--- config.mk ---
export PLATFORM = sky130hd
export DESIGN_NAME = read_ptr_ctrl_fwft
export DESIGN_NICKNAME = d
export VERILOG_FILES = /design/src/rtl/read_ptr_ctrl_fwft.sv
export SDC_FILE = /design/constraint.sdc
export NUM_CORES = 1
export LEC_CHECK = 0
export ABC_AREA = 0
export CAP_MARGIN = 40
export CORE_MARGIN = 1
export CORE_UTILIZATION = 46
export DETAILED_ROUTE_END_ITERATION = 8
export HOLD_SLACK_MARGIN = 0.02
export PLACE_DENSITY = 0.81
export SYNTH_ARGS = -nofsm -noshare
export SYNTH_HDL_FRONTEND = slang
export SYNTH_SLANG_ARGS = --single-unit
export TNS_END_PERCENT = 20
--- constraint.sdc ---
create_clock -name rclk -period 4.5 [get_ports rclk]
set_clock_uncertainty 0.2 [all_clocks]
set_input_delay 0.9 -clock rclk [delete_from_list [all_inputs] [get_ports rclk]]
set_output_delay 0.9 -clock rclk [all_outputs]
set_load 0.02 [all_outputs]
--- src/rtl/read_ptr_ctrl_fwft.sv ---
// Read-domain pointer and flag controller for the async FIFO.
// Keeps the binary/Gray read pointers, a registered empty flag, the occupancy
// count, almost-empty and underflow flags, and drives the sync-read RAM.
// With FWFT=1 the RAM output register acts as a one-word output stage.
module read_ptr_ctrl_fwft #(
  parameter int unsigned ADDR_W   = 3,
  parameter int unsigned AE_LEVEL = 1,
  parameter int unsigned FWFT     = 0
) (
  input  logic              rclk,
  input  logic              rrst,
  input  logic [ADDR_W:0]   sync_wptr,
  input  logic              rinc,
  output logic [ADDR_W-1:0] raddr,
  output logic [ADDR_W:0]   rptr,
  output logic              mem_ren,
  output logic              rempty,
  output logic              rvalid,
  output logic              ralmost_empty,
  output logic [ADDR_W:0]   rcount,
  output logic              runderflow
);

  localparam int unsigned     PW     = ADDR_W + 1;
  localparam logic [ADDR_W:0] AE_THR = PW'(AE_LEVEL);

  function automatic logic [ADDR_W:0] bin2gray(input logic [ADDR_W:0] b);
    return b ^ (b >> 1);
  endfunction

  function automatic logic [ADDR_W:0] gray2bin(input logic [ADDR_W:0] g);
    logic [ADDR_W:0] b;
    b[ADDR_W] = g[ADDR_W];
    for (int unsigned i = ADDR_W; i > 0; i--) begin
      b[i-1] = b[i] ^ g[i-1];
    end
    return b;
  endfunction

  logic [ADDR_W:0] rptr_bin_q, rptr_bin_d;
  logic [ADDR_W:0] rptr_q, rptr_d;
  logic            empty_q, empty_d;
  logic            rvalid_q, rvalid_d;
  logic [ADDR_W:0] rcount_q, rcount_d;
  logic            runderflow_q, runderflow_d;

  // Read enable, consumer-facing empty, and next-state of pointers and flags.
  // Empty and count look at the post-fetch pointer so a read coinciding with
  // a write-pointer advance neither loses nor repeats a word.
  always_comb begin
    mem_ren  = 1'b0;
    rvalid_d = 1'b0;
    rempty   = empty_q;
    if (FWFT != 0) begin
      // Output stage refills whenever it is empty or being popped.
      mem_ren  = ~empty_q & (~rvalid_q | rinc);
      rvalid_d = mem_ren | (rvalid_q & ~rinc);
      rempty   = ~rvalid_q;
    end else begin
      mem_ren  = rinc & ~empty_q;
      rvalid_d = mem_ren;
      rempty   = empty_q;
    end
    rptr_bin_d   = rptr_bin_q + {{ADDR_W{1'b0}}, mem_ren};
    rptr_d       = bin2gray(rptr_bin_d);
    empty_d      = (rptr_d == sync_wptr);
    rcount_d     = gray2bin(sync_wptr) - rptr_bin_d;
    if (FWFT != 0) begin
      rcount_d = rcount_d + {{ADDR_W{1'b0}}, rvalid_d};
    end
    runderflow_d = rinc & rempty;
  end

  // State registers; reset discards any in-flight read.
  always_ff @(posedge rclk or posedge rrst) begin
    if (rrst) begin
      rptr_bin_q   <= '0;
      rptr_q       <= '0;
      empty_q      <= 1'b1;
      rvalid_q     <= 1'b0;
      rcount_q     <= '0;
      runderflow_q <= 1'b0;
    end else begin
      rptr_bin_q   <= rptr_bin_d;
      rptr_q       <= rptr_d;
      empty_q      <= empty_d;
      rvalid_q     <= rvalid_d;
      rcount_q     <= rcount_d;
      runderflow_q <= runderflow_d;
    end
  end

  assign raddr         = rptr_bin_q[ADDR_W-1:0];
  assign rptr          = rptr_q;
  assign rvalid        = rvalid_q;
  assign rcount        = rcount_q;
  assign ralmost_empty = (rcount_q <= AE_THR);
  assign runderflow    = runderflow_q;

endmodule

==> results of run 1 <==
placed cells by master (no fill, tap or decap), drive strengths merged:
master and count:
a211oi 1, and2 1, clkbuf 4, clkdlybuf4s50 22, dfrtp 13, dfstp 1, fa 1, ha 4
inv 6, nand2 2, nand3 2, nor2b 3, nor3 2, o211ai 1, o21ai 1, o31ai 1
or3 1, xnor2 9, xor2 7
final cells by class:
cell class	count	area (um2)	area share [%]
Clock buffer	4	26.3	2.77
Multi-Input combinational cell	36	309	32.6
Inverter	6	22.5	2.37
Tap cell	15	18.8	1.98
Timing Repair Buffer	22	220	23.2
Sequential cell	14	352	37.1
cell families (layout without fill, tap and decap cells):
group | count (synthesis) | count (layout) | share of synthesized area (%)
buffers and inverters | 6 | 32 | 3.30
XOR/XNOR | 16 | 16 | 21.6
adder cells (fa/ha/maj) | 5 | 5 | 10.3
flip-flops | 14 | 14 | 51.5
AND/OR/NAND/NOR | 11 | 11 | 8.61
AO/OA/AOI/OAI | 4 | 4 | 4.76
Yosys cell counts (all sizes together):
library cell	number	area share [%]
xor2	7	9.0
a211oi	1	1.8
nand3	2	1.5
nand2	2	1.1
dfstp	1	3.8
nor2b	3	2.7
or3	1	0.92
o31ai	1	1.1
and2	1	0.92
inv	6	3.3
xnor2	9	13
o21ai	1	0.73
dfrtp	13	48
ha	4	7.3
nor3	2	1.5
fa	1	2.9
o211ai	1	1.1
stage by stage:
step | worst slack, ns | cells | area, um2
after floorplan | 1.30 | 56 | 683
after global placement | 0.940 | 93 | 922
after detailed placement | 0.875 | 93 | 922
after CTS | 1.15 | 97 | 948
after global routing | 0.994 | 97 | 948
final | 1.17 | 97 | 948
worst reg2reg max path, delay by kind of cell, from the launching register on:
kind / cells / cell delay (ns)
fa+ha+maj: 3 / 0.91
xor+xnor: 1 / 0.15
buf+inv: 1 / 0.11
simple gates: 3 / 0.38
compound gates: 2 / 0.38
flops: 1 / 0.54
how the worst max path moves through the flow:
stage	end	start
finish	mem_ren	rinc
global route	rcount[3]	rinc
CTS	mem_ren	rinc
detailed placement	rcount[3]	rinc
global placement	rcount[3]	rinc
floorplan	rcount[3]	rinc
power by group through the flow:
| stage | sequential, W | combinational (W) | clock (W) |
|---|---|---|---|
| 2_1_floorplan | 0.000303 | 0.000275 | 0 |
| 3_3_place_gp | 0.000231 | 0.000521 | 0 |
| 3_5_place_dp | 0.000235 | 0.000532 | 0 |
| 4_1_cts | 0.000232 | 0.000533 | 0.0000730 |
| 5_1_grt | 0.000238 | 0.000584 | 0.0000797 |
| 6_report | 0.000231 | 0.000527 | 0.0000716 |
routing by layer:
metal / part of all wire (%) / GRT usage, %
met5: 0 / 0
met4: 1.7 / 13.3
met3: 4.7 / 2.78
met2: 53 / 31.0
met1: 41 / 18.3
flip-flops by register name, summed over array words and instances (netlist names):
register and flops:
rcount 4, rempty 1, rptr 3, rptr_bin_q 4, runderflow 1, rvalid 1
==> flow_summary.json, run 1 <==
{
  "status": "finished, final reports clean",
  "first_global_vias": 447,
  "drc": 0,
  "grt_first_pass_wirelength_um": 1790,
  "place_hpwl_um": 969,
  "cts_root_buf": "clkbuf_4",
  "die_w_um": 40.5,
  "worst_setup_path_end_kind": "output pin",
  "reg2reg_depth": 10,
  "syn_avg_cell_area_um2": 12.2,
  "rr_endpoint": "rcount[3]",
  "required_ns": 3.40,
  "vias": 473,
  "cp_top_family": "buffers and inverters",
  "yosysUniqueCellTypes": 18,
  "cts_setup_buffers": 0,
  "ys_ff_latch": 14,
  "finalSetupViolCount": 0,
  "antennaDiodeCount": 0,
  "worst_slew_pin_slew_ns": 0.510,
  "grt_use_total_pct": 17.6,
  "crit_fanout": 3,
  "pwr-share-comb_pct": 63.5,
  "crit_cells": 3,
  "yosysSeqAreaShare_pct": 51.5,
  "hold_buffers": 0,
  "synth_area_um2": 683,
  "r2r_slack_ns": 1.77,
  "hp-class": "reg2reg",
  "fin_crit_ns": 3.33,
  "max_freq_mhz": 300,
  "core_mm2": 0.00133,
  "fin_nets": 95,
  "worst-path-buf-inv": 2,
  "seqPwrFrac_pct": 27.9,
  "routabilityCongestion": 0.721,
  "maxSlewViolCount": 0,
  "cp.arrival_ns": 2.23,
  "final_util_pct": 71.1,
  "p_switching_w": 0.000351,
  "wirelength_um": 1130,
  "synthesis.nets": 68,
  "clkPwrFrac_pct": 8.6,
  "htree_num_levels": 1,
  "cell_internal_pwr_w": 0.000479,
  "relSlewSlack_pct": 66.0,
  "synth_cells": 56,
  "start_util_pct": 51.2,
  "clkSlewWorstSetupHoldPaths_ns": 0.07,
  "cap_violations": 0,
  "cts_resized": 0,
  "yosysWarningCount": 0,
  "die_h_um": 40.5,
  "crit_chain": "clkdlybuf4s50_1 -> nor2b_1 -> clkdlybuf4s50_1",
  "antenna_found_initial": 0,
  "final_layout_size_suffix_gt1_share_pct": 7.32,
  "crit-reg2reg-launch": "rempty",
  "hp-start": "rempty",
  "rsz0062_at_grt": "false",
  "powerDensity_mw_per_mm2": 875,
  "num_rows": 13,
  "dieArea_mm2": 0.00164,
  "critPathLaunchType": "primary input",
  "portBuffers": 22,
  "timing.hold.ws_ns": 0.334,
  "cpMaxStageDelayCell": "clkdlybuf4s50_1",
  "total_power_w": 0.000830,
  "holdPathStages": 1,
  "min_to": "runderflow",
  "leakagePower_nw": 0.410,
  "ios": 23,
  "clk_path_buf_depth": 2,
  "tns_ns": 0,
  "area_growth_pct": 38.8,
  "slowest_delay_ns": 0.64,
  "first_iter_violations": 2,
  "crit_path_frequent_cell": "clkdlybuf4s50_1",
  "hold_viol_final": 0,
  "grt_max_degree": 15,
  "firstDrtPassIters": 3,
  "netSwitchingFraction_pct": 42.3,
  "vias_per_cell": 4.88,
  "cts_tree": "done",
  "post-route-period-util_pct": 74.0,
  "insertion_delay_ns": 0.28,
  "overflow": 0,
  "cts.sinks": 14,
  "wl_per_cell_um": 11.7,
  "fillCellCount": 94,
  "ant_nets": 0,
  "vdd_drop_max_mv": 0.441,
  "worstSetupPathType": "in2out",
  "cts_buffers": 3
}
(Power assumes the default switching activity.)
==> run 2, diff against run 1 <==
--- a/config.mk
+++ b/config.mk
@@ -8,10 +8,10 @@
 export ABC_AREA = 0
 export CAP_MARGIN = 40
 export CORE_MARGIN = 1
-export CORE_UTILIZATION = 46
+export CORE_UTILIZATION = 39
 export DETAILED_ROUTE_END_ITERATION = 8
 export HOLD_SLACK_MARGIN = 0.02
-export PLACE_DENSITY = 0.81
+export PLACE_DENSITY = 0.73
 export SYNTH_ARGS = -nofsm -noshare
 export SYNTH_HDL_FRONTEND = slang
 export SYNTH_SLANG_ARGS = --single-unit
==> constraint.sdc (replaced) <==
create_clock -name rclk -period 2.8 [get_ports rclk]
set_clock_uncertainty 0.2 [all_clocks]
set_input_delay 0.56 -clock rclk [delete_from_list [all_inputs] [get_ports rclk]]
set_output_delay 0.56 -clock rclk [all_outputs]
set_load 0.02 [all_outputs]
==> run 2 against run 1 <==
Effect of this change: the flow now finishes with violations (design-rule violations); count of clock-buffer cells in the layout is the same; via count grew 8.9%; cell count grew 12%; clock power grew 91%; first-iteration DRC count grew to 2.5 times the previous value; global-route usage shrank 2.7 points; final area grew 14%; setup slack lost 1.1 ns.
==> flow_summary.json, run 2 (synthesis gave the netlist of run 1 again) <==
{
  "slowest_delay_ns": 0.41,
  "dieArea_mm2": 0.00192,
  "cap_violations": 0,
  "drc": 3,
  "overflow": 0,
  "grt_first_pass_wirelength_um": 2070,
  "worst_slack_ns": 0.103,
  "dp.cells": 105,
  "final_cells": 109,
  "crit_cells": 11,
  "grt_use_total_pct": 14.9,
  "place_ws_ns": -0.300,
  "critPathLaunchType": "primary input",
  "cts_tree": "done",
  "start_util_pct": 43.3,
  "wl_met2_um": 667,
  "hp-class": "reg2reg",
  "insertion_delay_ns": 0.27,
  "worst_slew_pin_slew_ns": 0.511,
  "first_global_vias": 496,
  "leakagePower_nw": 0.477,
  "powerDensity_mw_per_mm2": 1420,
  "tns_ns": 0,
  "routabilityCongestion": 0.717,
  "final_common_cell": "clkdlybuf4s50_1",
  "clk_path_buf_depth": 2,
  "wirelength_um": 1220,
  "portBuffers": 22,
  "critPathLaunch": "rinc",
  "hold_viol_final": 0,
  "vias": 515,
  "hp-start": "rempty",
  "max_freq_mhz": 371,
  "layout_common_cells": "clkdlybuf4s50_1 (22), dfrtp_1 (13), buf_4 (11)",
  "vias_per_cell": 4.72,
  "cts.sinks": 14,
  "maxSlewViolCount": 0,
  "vdd_drop_max_mv": 0.630,
  "place_hpwl_um": 1040,
  "rsz0062_at_grt": "false",
  "worstSetupPathType": "in2reg",
  "area_growth_pct": 57.7,
  "ant_nets": 0,
  "cts_buffers": 3,
  "fin_crit_ns": 2.70,
  "holdPathStages": 1,
  "clkSlewWorstSetupHoldPaths_ns": 0.08,
  "grt_max_degree": 15,
  "antennaDiodeCount": 0,
  "post-route-period-util_pct": 96.3,
  "cp_top_family": "adder cells",
  "hold_buffers": 0,
  "cp.arrival_ns": 2.69,
  "ios": 23,
  "wl_met1_um": 493,
  "die_h_um": 43.9,
  "crit-reg2reg-launch": "rempty",
  "antenna_found_initial": 0,
  "num_rows": 14,
  "final_layout_size_suffix_gt1_share_pct": 25.8,
  "cts_root_buf": "clkbuf_4",
  "cts_setup_buffers": 0,
  "first_iter_violations": 5,
  "top_layer_used": "met3",
  "status": "finished with violations",
  "core_mm2": 0.00158,
  "relSlewSlack_pct": 65.9,
  "crit_chain": "clkdlybuf4s50_1 -> nor2b_2 -> ha_2 -> ha_4 -> inv_1 -> ha_1 -> nor2b_4 -> o21ai_0 -> nor2b_1 -> o31ai_2 -> xnor2_1",
  "wl_per_cell_um": 11.2,
  "wl_met3_um": 63,
  "timing.hold.ws_ns": 0.346,
  "worst-path-buf-inv": 2,
  "worst_setup_path_end_kind": "register",
  "finalSetupViolCount": 0,
  "violations": "design-rule violations",
  "firstDrtPassIters": 7,
  "crit_fanout": 3,
  "fillCellCount": 127,
  "fin_nets": 106,
  "required_ns": 2.80,
  "htree_num_levels": 1,
  "die_w_um": 43.9,
  "reg2reg_depth": 10,
  "cpMaxStageDelayCell": "clkdlybuf4s50_1"
}
==> run 2: area by class of cell <==
| type | count | area (um2) | share of cell area (%) |
|---|---|---|---|
| flip-flops and latches | 14 | 352 | 32.6 |
| multi-input cells | 36 | 344 | 31.9 |
| repair buffers | 33 | 303 | 28.1 |
| clock buffers | 4 | 36.3 | 3.37 |
| inverters | 6 | 22.5 | 2.09 |
| well taps | 16 | 20.0 | 1.86 |
==> run 2: worst paths after layout <==
path / to / slack [ns]
hold / removal: runderflow / 0.35
setup reg to reg: rcount[3] / 0.37
max in group asynchronous: rempty / 1.63
hold reg to reg: runderflow / 0.35
setup / recovery: rcount[3] / 0.10
min in group asynchronous: rptr[0] / 0.41
==> run 2: what timing repair did <==
item	4_1_cts	5_1_grt
pin swaps	1	1
endpoints found under the setup margin	1	1
cloned	0	0
gates resized for setup	2	4
==> run 2: power breakdown <==
group,leakage [nW],internal [W],switching [W]
logic,0.291,0.000532,0.000486
clock network,0.0210,0.0000789,0.0000585
registers,0.164,0.000313,0.0000629
==> run 2: routing by layer <==
| metal | GRT usage (%) | up-vias |
|---|---|---|
| met2 | 28.7 | 17 |
| li1 | - | 259 |
| met1 | 16.8 | 239 |
| met5 | 0 | - |
| met3 | 3.75 | 0 |
| met4 | 1.82 | 0 |
==> run 2: stage by stage <==
| stage | total power [W] | area (um2) | util (%) |
|---|---|---|---|
| detailed placement | 0.00134 | 1010 | 64.0 |
| global placement | 0.00131 | 1010 | 64.0 |
| global route | 0.00165 | 1080 | 68.3 |
| finish | 0.00153 | 1080 | 68.3 |
| CTS | 0.00150 | 1060 | 67.2 |
| floorplan | 0.000930 | 686 | - |
